<file path="config.mk">
export PLATFORM = sky130hd
export DESIGN_NAME = alu_result_stage_flat
export DESIGN_NICKNAME = d
export VERILOG_FILES = /design/src/rtl/alu_result_if.sv /design/src/rtl/alu_result_stage.sv /design/src/flat_wrapper.sv
export SDC_FILE = /design/constraint.sdc
export NUM_CORES = 1
export LEC_CHECK = 0
export BUFFER_PORTS_ARGS = -buffer_cell sky130_fd_sc_hd__buf_2
export CAP_MARGIN = 20
export CORE_MARGIN = 5
export CORE_UTILIZATION = 40
export CTS_CLUSTER_SIZE = 8
export DETAILED_ROUTE_END_ITERATION = 12
export GPL_TIMING_DRIVEN = 0
export PLACE_DENSITY = 0.59
export SETUP_SLACK_MARGIN = 0.02
export SYNTH_ARGS = -nofsm -noshare
export SYNTH_HDL_FRONTEND = slang
export SYNTH_SLANG_ARGS = --single-unit
export TNS_END_PERCENT = 100
</file>
<file path="constraint.sdc">
create_clock -name clk -period 2.15 [get_ports clk]
set_clock_uncertainty 0.05 [all_clocks]
set_input_delay 0.215 -clock clk [delete_from_list [all_inputs] [get_ports clk]]
set_output_delay 0.215 -clock clk [all_outputs]
set_load 0.02 [all_outputs]
</file>
<file path="src/rtl/alu_result_if.sv">
// Handshake/result bundle between the ALU output register, alu_result_stage and
// the writeback consumer. master = ALU/consumer side, slave = alu_result_stage.
interface alu_result_if;
  logic       in_valid;
  logic       in_ready;
  logic [7:0] alu_result;
  logic       alu_of;
  logic       alu_cout;
  logic       alu_hcout;
  logic       bcd_mode;
  logic       sub_op;
  logic       upd_nz;
  logic       upd_c;
  logic       upd_v;
  logic       out_valid;
  logic       out_ready;
  logic [7:0] out_data;
  logic       p_wr;
  logic [7:0] p_din;
  logic [7:0] p_reg;

  modport master (
    output in_valid, alu_result, alu_of, alu_cout, alu_hcout, bcd_mode, sub_op,
           upd_nz, upd_c, upd_v, out_ready, p_wr, p_din,
    input  in_ready, out_valid, out_data, p_reg
  );

  modport slave (
    input  in_valid, alu_result, alu_of, alu_cout, alu_hcout, bcd_mode, sub_op,
           upd_nz, upd_c, upd_v, out_ready, p_wr, p_din,
    output in_ready, out_valid, out_data, p_reg
  );
endinterface

</file>
<file path="src/rtl/alu_result_stage.sv">
// 6502 ALU result stage: decimal correction, valid/ready output and status register P.
// Optional macro NMOS_BCD_FLAGS_EN: in BCD mode N/Z follow the raw binary result.
module alu_result_stage #(
  parameter logic [7:0] P_RESET = 8'h24
) (
  input  logic          clk,
  input  logic          rst,
  alu_result_if.slave   bus
);

  typedef enum logic [1:0] {IDLE, ADJ_LO, ADJ_HI, HOLD} state_t;

  state_t     state_q, state_d;
  logic [7:0] raw_q, raw_d;
  logic       of_q, of_d;
  logic       cout_q, cout_d;
  logic       hc_q, hc_d;
  logic       bcd_q, bcd_d;
  logic       sub_q, sub_d;
  logic       upd_nz_q, upd_nz_d;
  logic       upd_c_q, upd_c_d;
  logic       upd_v_q, upd_v_d;
  logic [7:0] tmp_q, tmp_d;
  logic       cbcd_q, cbcd_d;
  logic [7:0] out_q, out_d;
  logic [7:0] p_q, p_d;
  logic [7:0] nz_src;

  // Low-nibble correction; returns {corrected carry, intermediate byte}.
  function automatic logic [8:0] adj_lo(input logic [7:0] raw, input logic hc,
                                        input logic cout, input logic sub);
    logic [7:0] tmp;
    logic       c;
    if (sub) begin
      tmp = hc ? raw : raw - 8'h06;
      c   = cout;
    end else begin
      tmp = (hc || (raw[3:0] > 4'd9)) ? raw + 8'h06 : raw;
      c   = cout | (raw > 8'h99);
    end
    return {c, tmp};
  endfunction

  function automatic logic [7:0] adj_hi(input logic [7:0] tmp, input logic c,
                                        input logic cout, input logic sub);
    if (sub) return cout ? tmp : tmp - 8'h60;
    else     return c ? tmp + 8'h60 : tmp;
  endfunction

  always_comb begin
    state_d  = state_q;
    raw_d    = raw_q;
    of_d     = of_q;
    cout_d   = cout_q;
    hc_d     = hc_q;
    bcd_d    = bcd_q;
    sub_d    = sub_q;
    upd_nz_d = upd_nz_q;
    upd_c_d  = upd_c_q;
    upd_v_d  = upd_v_q;
    tmp_d    = tmp_q;
    cbcd_d   = cbcd_q;
    out_d    = out_q;
    p_d      = p_q;
`ifdef NMOS_BCD_FLAGS_EN
    nz_src   = bcd_q ? raw_q : out_q;
`else
    nz_src   = out_q;
`endif

    case (state_q)
      IDLE: begin
        if (bus.in_valid) begin
          raw_d    = bus.alu_result;
          of_d     = bus.alu_of;
          cout_d   = bus.alu_cout;
          hc_d     = bus.alu_hcout;
          bcd_d    = bus.bcd_mode;
          sub_d    = bus.sub_op;
          upd_nz_d = bus.upd_nz;
          upd_c_d  = bus.upd_c;
          upd_v_d  = bus.upd_v;
          if (bus.bcd_mode) begin
            state_d = ADJ_LO;
          end else begin
            out_d   = bus.alu_result;
            state_d = HOLD;
          end
        end
      end
      ADJ_LO: begin
        {cbcd_d, tmp_d} = adj_lo(raw_q, hc_q, cout_q, sub_q);
        state_d = ADJ_HI;
      end
      ADJ_HI: begin
        out_d   = adj_hi(tmp_q, cbcd_q, cout_q, sub_q);
        state_d = HOLD;
      end
      HOLD: begin
        if (bus.out_ready) begin
          state_d = IDLE;
          if (upd_nz_q) begin
            p_d[7] = nz_src[7];
            p_d[1] = (nz_src == 8'h00);
          end
          if (upd_c_q) p_d[0] = bcd_q ? cbcd_q : cout_q;
          if (upd_v_q) p_d[6] = of_q;
        end
      end
      default: state_d = IDLE;
    endcase

    // A direct load overrides any flag update from the same cycle.
    if (bus.p_wr) p_d = bus.p_din | 8'h30;
  end

  always_ff @(posedge clk or posedge rst) begin
    if (rst) begin
      state_q  <= IDLE;
      raw_q    <= 8'h00;
      of_q     <= 1'b0;
      cout_q   <= 1'b0;
      hc_q     <= 1'b0;
      bcd_q    <= 1'b0;
      sub_q    <= 1'b0;
      upd_nz_q <= 1'b0;
      upd_c_q  <= 1'b0;
      upd_v_q  <= 1'b0;
      tmp_q    <= 8'h00;
      cbcd_q   <= 1'b0;
      out_q    <= 8'h00;
      p_q      <= P_RESET;
    end else begin
      state_q  <= state_d;
      raw_q    <= raw_d;
      of_q     <= of_d;
      cout_q   <= cout_d;
      hc_q     <= hc_d;
      bcd_q    <= bcd_d;
      sub_q    <= sub_d;
      upd_nz_q <= upd_nz_d;
      upd_c_q  <= upd_c_d;
      upd_v_q  <= upd_v_d;
      tmp_q    <= tmp_d;
      cbcd_q   <= cbcd_d;
      out_q    <= out_d;
      p_q      <= p_d;
    end
  end

  assign bus.in_ready  = (state_q == IDLE);
  assign bus.out_valid = (state_q == HOLD);
  assign bus.out_data  = out_q;
  assign bus.p_reg     = p_q;

endmodule
</file>
<file path="src/flat_wrapper.sv">
// flat-port wrapper written by rule: the top's interface ports become plain ports
module alu_result_stage_flat 
#(
  parameter logic [7:0] P_RESET = 8'h24
)
  (clk, rst, bus_in_valid, bus_alu_result, bus_alu_of, bus_alu_cout, bus_alu_hcout, bus_bcd_mode, bus_sub_op, bus_upd_nz, bus_upd_c, bus_upd_v, bus_out_ready, bus_p_wr, bus_p_din, bus_in_ready, bus_out_valid, bus_out_data, bus_p_reg);
  alu_result_if bus_i ();
  input  logic clk;
  input  logic rst;
  input wire logic [$bits(bus_i.in_valid)-1:0] bus_in_valid;
  input wire logic [$bits(bus_i.alu_result)-1:0] bus_alu_result;
  input wire logic [$bits(bus_i.alu_of)-1:0] bus_alu_of;
  input wire logic [$bits(bus_i.alu_cout)-1:0] bus_alu_cout;
  input wire logic [$bits(bus_i.alu_hcout)-1:0] bus_alu_hcout;
  input wire logic [$bits(bus_i.bcd_mode)-1:0] bus_bcd_mode;
  input wire logic [$bits(bus_i.sub_op)-1:0] bus_sub_op;
  input wire logic [$bits(bus_i.upd_nz)-1:0] bus_upd_nz;
  input wire logic [$bits(bus_i.upd_c)-1:0] bus_upd_c;
  input wire logic [$bits(bus_i.upd_v)-1:0] bus_upd_v;
  input wire logic [$bits(bus_i.out_ready)-1:0] bus_out_ready;
  input wire logic [$bits(bus_i.p_wr)-1:0] bus_p_wr;
  input wire logic [$bits(bus_i.p_din)-1:0] bus_p_din;
  output wire logic [$bits(bus_i.in_ready)-1:0] bus_in_ready;
  output wire logic [$bits(bus_i.out_valid)-1:0] bus_out_valid;
  output wire logic [$bits(bus_i.out_data)-1:0] bus_out_data;
  output wire logic [$bits(bus_i.p_reg)-1:0] bus_p_reg;
  assign bus_i.in_valid = bus_in_valid;
  assign bus_i.alu_result = bus_alu_result;
  assign bus_i.alu_of = bus_alu_of;
  assign bus_i.alu_cout = bus_alu_cout;
  assign bus_i.alu_hcout = bus_alu_hcout;
  assign bus_i.bcd_mode = bus_bcd_mode;
  assign bus_i.sub_op = bus_sub_op;
  assign bus_i.upd_nz = bus_upd_nz;
  assign bus_i.upd_c = bus_upd_c;
  assign bus_i.upd_v = bus_upd_v;
  assign bus_i.out_ready = bus_out_ready;
  assign bus_i.p_wr = bus_p_wr;
  assign bus_i.p_din = bus_p_din;
  assign bus_in_ready = bus_i.in_ready;
  assign bus_out_valid = bus_i.out_valid;
  assign bus_out_data = bus_i.out_data;
  assign bus_p_reg = bus_i.p_reg;
  alu_result_stage #(.P_RESET(P_RESET)) u_core (.clk(clk), .rst(rst), .bus(bus_i));
endmodule
</file>
* Yosys cells after proc, flatten, opt, wreduce, memory -nomap -nowiden
Index checks and enable logic that the tools add are counted.
** Operators by class
- Add/subtract/negate cells :: 4
- Order comparisons :: 2
- Eq/ne operators :: 6
- Multiplexer cells :: 24
- Bitwise operators :: 1
- Reduce and logical (&&, ||, !) cells :: 15
** Operator list (number)
- 8-bit two-way mux :: 9
- 8-bit one-hot mux with 2 select lines :: 1
- 2-bit two-way mux :: 7
- 3-bit AND reduction :: 4
- 2-bit nonzero test :: 6
- 8-bit by 3-bit adder with 8-bit output, second input constant :: 1
- 8-bit by 7-bit adder with 8-bit output, second input constant :: 1
- 8-bit greater-than comparator, second input constant :: 1
- 8-bit zero test :: 1
- 2-bit one-hot mux with 4 select lines :: 1
- 8-bit by 3-bit subtractor with 8-bit output, second input constant :: 1
- 8-bit by 7-bit subtractor with 8-bit output, second input constant :: 1
- 1-bit two-way mux :: 6
- 2-bit != test, second input constant :: 3
- 2-bit equality test, second input constant :: 2
- 4-bit greater-than comparator, second input constant :: 1
- 2-bit AND reduction :: 2
- 2-bit by 1-bit equality test with 1-bit output, second input constant :: 1
- 2-bit zero test :: 1
- 1-bit logical OR :: 1
- 1-bit OR :: 1
** Word-level totals
- Flip-flop bits (word level) :: 42
- Input bits :: 29
- Output and inout port bits :: 18

* Logic depth before layout (Yosys ltp)
Gate-level depths: netlist (run 1).
- Depth after elaboration :: 5
- Gate-level depth with buffers :: 7

* Worst setup path after synthesis (run 1)
No wires, ideal clock.
- Kind :: reg2reg
- Start point :: register u_core.state_q[0]
- End point :: register u_core.out_q[0] (netlist: u_core.bus.out_data[0])
- Arrival time :: 1.548 ns
- Required time :: 1.972 ns
- Path slack :: 0.425 ns
- Stages on the path, launching flop included :: 6
- Cell sequence :: dfrtp_1 inv_1 ha_1 mux2i_1 buf_2 o21ai_0
** On the way
- Word-level cells in the longest chain between the ends :: 3
** Ends and longest elaborated chain
- start, declared :: line alu_result_stage.sv:13 : state_t state_q, state_d;
- start signal, assigned :: line alu_result_stage.sv:134 : state_q <= state_d;
- 2-bit zero test (*)
- via bus_in_ready :: line flat_wrapper.sv:23 : output wire logic [$bits(bus_i.in_ready)-1:0] bus_in_ready;
- 2-bit != test (no line) / 2-bit nonzero test (equally long branches)
- 3-bit AND reduction (no line)
- end signal, assigned :: line alu_result_stage.sv:146 : out_q <= out_d;
- end, declared :: line alu_result_stage.sv:25 : logic [7:0] out_q, out_d;
The timed path passes the listed nets; every way through them passes the cells marked *.
A chain may end at the register's enable or synchronous reset.

* Final worst setup path (run 1)
- Start point :: register u_core.state_q[0]
- End point :: register u_core.raw_q[2]
** On the way
- Word-level cells in the longest chain between the ends :: 2
** Ends and longest elaborated chain
- 2-bit zero test :: line alu_result_stage.sv:71 : case (state_q)
- 2-bit AND reduction (no line)
- end signal, assigned :: line alu_result_stage.sv:135 : raw_q <= raw_d;
- end, declared :: line alu_result_stage.sv:14 : logic [7:0] raw_q, raw_d;
No other way between the ends.

==> results of run 1 <==
[tightest hold or removal path, delay by kind of cell]
kind / cells / cell delay [ns]
AOI/OAI and AO/OA: 1 / 0.06
buffers and inverters: 1 / 0.07
and+or+nand+nor: 1 / 0.04
[routing by layer]
metal  vias up  track usage, %
li1        838               -
met1       824            19.4
met2        35            25.1
met3         6            4.17
met4         0            4.03
met5         -               0
[cell usage in the layout (no fill, tap or decap), types with 3 or more instances in the layout]
master / instances
a31oi_1: 3
buf_4: 3
inv_1: 12
nand2b_1: 4
ha_1: 9
o21ai_0: 14
nand2_1: 14
nor2b_1: 6
dfrtp_1: 41
nor2_1: 11
mux2i_1: 12
a21oi_1: 8
buf_2: 46
o22ai_1: 3
mux2_2: 20
nand3_1: 7
xnor2_1: 4
clkbuf_8: 8
[metrics by stage]
step	util, %	instance area (um^2)	cells	setup WS (ns)	hold slack (ns)
floorplan	-	2240	211	0.425	0.281
global placement	46.5	2540	326	0.188	0.371
detailed placement	46.9	2560	327	0.151	0.0850
CTS	49.1	2690	336	0.148	0.0682
global route	49.1	2690	336	0.0464	0.0800
finish	49.1	2690	336	0.189	0.0764
[power by group through the flow]
| stage | clock, mW | sequential [mW] | combinational (mW) |
|---|---|---|---|
| CTS | 0.621 | 1.46 | 2.00 |
| global placement | 0 | 1.46 | 1.95 |
| floorplan | 0 | 1.49 | 1.44 |
| global route | 0.655 | 1.51 | 2.22 |
| finish | 0.596 | 1.46 | 1.98 |
| detailed placement | 0 | 1.47 | 1.98 |
[cells by family after synthesis]
logic type | after synthesis
flip-flops | 42
adder cells (fa/ha/maj) | 9
AO/OA/AOI/OAI | 42
multiplexers | 33
other | 1
buffers and inverters | 23
XOR/XNOR | 5
AND/OR/NAND/NOR | 56
[cell type report]
class | count | area, um^2
fill | 543 | 2780
multi-input combinational | 146 | 1080
sequential | 42 | 1050
timing repair buffer | 45 | 245
clock buffer | 8 | 110
tap | 72 | 90.1
buffer | 10 | 60.1
inverter | 13 | 48.8
[timing repair]
item,CTS,global route
endpoints found under the setup margin,0,2
resized for setup,0,1
endpoints found under the hold margin,7,0
hold buffers,1,0
[worst max-delay path by stage]
stage / endpoint / depth (start not counted) / slack [ns] / startpoint
finish: u_core.raw_q[2] / 5 / 0.19 / u_core.state_q[0]
global route: u_core.raw_q[2] / 5 / 0.05 / u_core.state_q[0]
CTS: u_core.raw_q[2] / 5 / 0.15 / u_core.state_q[0]
detailed placement: u_core.raw_q[2] / 5 / 0.15 / u_core.state_q[0]
global placement: u_core.raw_q[0] / 5 / 0.19 / u_core.state_q[0]
floorplan: u_core.bus.out_data[0] / 5 / 0.42 / u_core.state_q[0]
==> results.json, run 1 <==
{
  "worstHoldStart": "bus_p_din[6]",
  "pwr_density_cell_nw_per_um2": 1500,
  "worstHoldEndpoint": "u_core.bus.p_reg[6]",
  "cp.buffers_inverters": 2,
  "totalPowerFinal_mw": 4.03,
  "fin_crit_sh_pct": 91.2,
  "p_switching_mw": 1.65,
  "io-pin-count": 47,
  "comb_power_share_pct": 49.0,
  "met2_length_um": 2450,
  "post_synth.cell_area_avg_um2": 10.6,
  "nets": 301,
  "crit_fanout": 10,
  "cap_violations": 0,
  "swShare_pct": 40.8,
  "synth_xor_area_share_pct": 1.96,
  "htree_levels": 2,
  "grt_pass1_vias": 1794,
  "status": "finished, final reports clean",
  "synthArstFlopShare_pct": 100,
  "synthCells": 211,
  "synth-adder-area-share_pct": 5.03,
  "die_h_um": 84.8,
  "cp_top_family": "buffers and inverters",
  "clock_latency_ns": 0.29,
  "crit_path_max_incr_delay_ns": 0.39,
  "hold_viol": 0,
  "reg2regPathDepth": 5,
  "route.met3.wl_um": 279,
  "crit_slowest_cell": "dfrtp_1",
  "seq_power_share_pct": 36.2,
  "clk_pin_slew_ns": 0.08,
  "crit_chain": "inv_1, ha_1, nand2_1, buf_2, mux2_2",
  "max_freq_mhz": 510,
  "rsz0062_at_grt": "false",
  "die_w_um": 84.8,
  "diodes": 0,
  "fin_tns_setup_ns": 0,
  "gr-total-overflow": 0,
  "drt_first_pass_iters": 4,
  "routabilityCongestion": 0.749,
  "ant_nets": 0,
  "ys_types": 44,
  "core-area_um2": 5470,
  "synth_ff_type": "dfrtp_1",
  "wl_um": 5190,
  "wire_per_inst_um": 15.4,
  "reg2reg_to": "u_core.raw_q[2]",
  "slew_viol_final": 0,
  "syn_nets": 249,
  "grt_max_degree": 36,
  "cp.required_ns": 2.28,
  "antenna_found_initial": 0,
  "dr.first_iter.drc_count": 72,
  "highest_layer": "met4",
  "initial_core_util_pct": 40.9,
  "yosysMostFrequentCell": "dfrtp_1",
  "yosysSeqAreaShare_pct": 47.0,
  "root_buffer": "clkbuf_8",
  "crit_arrival_ns": 2.09,
  "cp-end-kind": "register",
  "synth_edf_count": 0,
  "rows": 27,
  "cts_sinks": 42,
  "drc_errors": 0,
  "cts_buffers": 5,
  "synth-seq-cells": 42,
  "cts_tree": "built",
  "yosys_warnings": 0,
  "setup_viol": 0,
  "rr_startpoint": "u_core.state_q[0]",
  "drt-met1-wl_um": 2400,
  "synth_top_area_cell": "dfrtp_1",
  "postCtsSetupRepairBufs": 0,
  "fin_crit_ns": 1.96,
  "grt_pass1_wl_um": 8670,
  "synth_compound_area_share_pct": 11.7,
  "synth_mux_area_share_pct": 15.9,
  "intPower_mw": 2.39,
  "area_delta_synth_final_pct": 20.1,
  "grtUsageTotal_pct": 15.1,
  "synth_top_family_by_area": "multiplexers",
  "syn_area_um2": 2240,
  "hp-class": "in -> reg",
  "avgViaCountPerCell": 5.07,
  "die_area_um2": 7200,
  "place_hpwl_um": 3880,
  "ir_drop_uv": 626,
  "r2r_setup_slack_ns": 0.19,
  "yosysTopAreaCellShare_pct": 45.8,
  "slew_headroom_pct": 56.9,
  "synth_top_cells_by_area": "dfrtp_1 (46%), mux2_2 (10%), mux2i_1 (5.8%), ha_1 (5.0%), o21ai_0 (3.1%)",
  "critPathKind": "reg -> reg",
  "io_buffers": 43,
  "drive_above_1_share_pct": 33.3,
  "cellLeakagePower_nw": 1.26,
  "clk_path_buf_depth": 2,
  "ys_top_cells_by_count": "dfrtp_1 (41), mux2_2 (20), nand2_1 (14), o21ai_0 (14)",
  "tightestPinTransition_ns": 0.646,
  "vias": 1703,
  "hold_path_depth": 3,
  "p_clk_share_pct": 14.8,
  "synth-simple-area-share_pct": 13.5,
  "setup.worst_path.start_class": "register"
}
Note: power is estimated with default switching activity, not from simulation.
==> run 2: changes to the inputs <==
- GPL_TIMING_DRIVEN: 0 -> unset
==> results.json, run 2 (synthesized netlist as in run 1, its figures left out) <==
{
  "drc_errors": 0,
  "fin_tns_setup_ns": 0,
  "cellLeakagePower_nw": 1.23,
  "grtUsageTotal_pct": 13.9,
  "core-area_um2": 5470,
  "hp-class": "in -> async",
  "crit_slowest_cell": "dfrtp_1",
  "slew_headroom_pct": 63.4,
  "rsz0062_at_grt": "false",
  "ctsResizeCount": 0,
  "drt_first_pass_iters": 4,
  "cp.buffers_inverters": 1,
  "initial_core_util_pct": 40.9,
  "area_delta_synth_final_pct": 16.7,
  "place_hpwl_um": 3470,
  "avgViaCountPerCell": 5.05,
  "wire_per_inst_um": 14.2,
  "rr_startpoint": "u_core.raw_q[1]",
  "clk_path_buf_depth": 2,
  "grt_pass1_wl_um": 8010,
  "die_area_um2": 7200,
  "reg2reg_to": "u_core.tmp_q[7]",
  "cts_sinks": 42,
  "antenna_found_initial": 0,
  "grt_max_degree": 43,
  "fin_crit_sh_pct": 83.3,
  "clock_latency_ns": 0.29,
  "max_freq_mhz": 559,
  "swShare_pct": 40.8,
  "ant_nets": 0,
  "nets": 294,
  "p_clk_share_pct": 13.6,
  "die_h_um": 84.8,
  "dr.first_iter.drc_count": 68,
  "routabilityCongestion": 0.785,
  "cap_violations": 0,
  "crit_arrival_ns": 1.93,
  "io_buffers": 43,
  "comb_power_share_pct": 46.5,
  "gr-total-overflow": 0,
  "htree_levels": 2,
  "hold_viol": 8,
  "seq_power_share_pct": 39.9,
  "intPower_mw": 2.29,
  "rows": 27,
  "vias": 1662,
  "crit_chain": "inv_1, ha_1, nand4bb_1, nor3_1, o21ai_0, a31o_1",
  "cp.required_ns": 2.29,
  "diodes": 0,
  "die_w_um": 84.8,
  "place_area_um2": 2520,
  "whs_ns": -0.00652,
  "clk_pin_slew_ns": 0.08,
  "wl_um": 4660,
  "status": "complete, but fails checks",
  "r2r_setup_slack_ns": 0.36,
  "reg2regPathDepth": 6,
  "p_switching_mw": 1.58,
  "fin_area_um2": 2610,
  "pwr_density_cell_nw_per_um2": 1480,
  "setup_viol": 0,
  "slew_viol_final": 0,
  "critPathKind": "reg -> reg",
  "layout_commonest_cell": "buf_2",
  "drive_above_1_share_pct": 31.9,
  "cts_buffers": 5,
  "failed_checks": "hold timing",
  "cp_top_family": "flip-flops",
  "cts_tree": "built",
  "fin_crit_ns": 1.79,
  "setup.worst_path.start_class": "register",
  "io-pin-count": 47,
  "crit_path_max_incr_delay_ns": 0.55,
  "final_cell_mix": "buf_2 (43), dfrtp_1 (41), mux2_2 (20)",
  "root_buffer": "clkbuf_8",
  "hold_buffers": 0,
  "ir_drop_uv": 870,
  "cp-end-kind": "register",
  "tightestPinTransition_ns": 0.549,
  "postCtsSetupRepairBufs": 0,
  "grt_pass1_vias": 1663,
  "crit_fanout": 10
}
==> run 2: per-layer routing <==
metal | GRT usage [%] | vias up | part of all wire, %
met2 | 21.0 | 44 | 45
met1 | 19.4 | 790 | 49
met5 | 0 | - | 0
met3 | 4.08 | 4 | 5.3
met4 | 3.88 | 0 | 1.0
li1 | - | 824 | -
==> run 2: metrics by stage <==
step	utilization [%]	total power, mW	setup WS [ns]	instances	hold WS [ns]
after floorplan	-	2.92	0.425	211	0.281
after global placement	46.1	3.34	0.380	321	0.335
after detailed placement	46.1	3.37	0.368	321	0.334
after CTS	47.8	3.92	0.366	329	0.0115
after global routing	47.8	4.23	0.233	329	0.0423
final	47.8	3.86	0.360	329	-0.00652
==> run 2: power groups by stage <==
| stage | clock network, mW | logic [mW] | registers [mW] |
|---|---|---|---|
| finish | 0.526 | 1.80 | 1.54 |
| global route | 0.589 | 2.04 | 1.61 |
| CTS | 0.549 | 1.82 | 1.54 |
| detailed placement | 0 | 1.82 | 1.55 |
| global placement | 0 | 1.79 | 1.55 |
| floorplan | 0 | 1.44 | 1.49 |
==> run 2: how the worst max path moves through the flow <==
stage,cells after the start,end,slack (ns),start
floorplan,5,u_core.bus.out_data[0],0.42,u_core.state_q[0]
global placement,6,u_core.tmp_q[7],0.38,u_core.raw_q[1]
detailed placement,6,u_core.tmp_q[7],0.37,u_core.raw_q[1]
CTS,6,u_core.tmp_q[7],0.37,u_core.raw_q[1]
global route,6,u_core.tmp_q[7],0.23,u_core.raw_q[1]
finish,6,u_core.tmp_q[7],0.36,u_core.raw_q[1]
==> run 2: area by class of cell <==
class / instances / area [um^2]
Fill cell: 557 / 2860
Timing Repair Buffer: 48 / 253
Inverter: 13 / 48.8
Sequential cell: 42 / 1050
Multi-Input combinational cell: 146 / 1080
Clock buffer: 7 / 86.3
Tap cell: 72 / 90.1
Clock inverter: 1 / 5.00
==> run 2: worst register-to-register path: cells and delay by family, from the launching register on <==
kind / cells / cell delay [ns]
DFF: 1 / 0.55
and+or+nand+nor: 2 / 0.46
AOI/OAI and AO/OA: 2 / 0.34
adders and majority gates: 1 / 0.22
buffers and inverters: 1 / 0.08
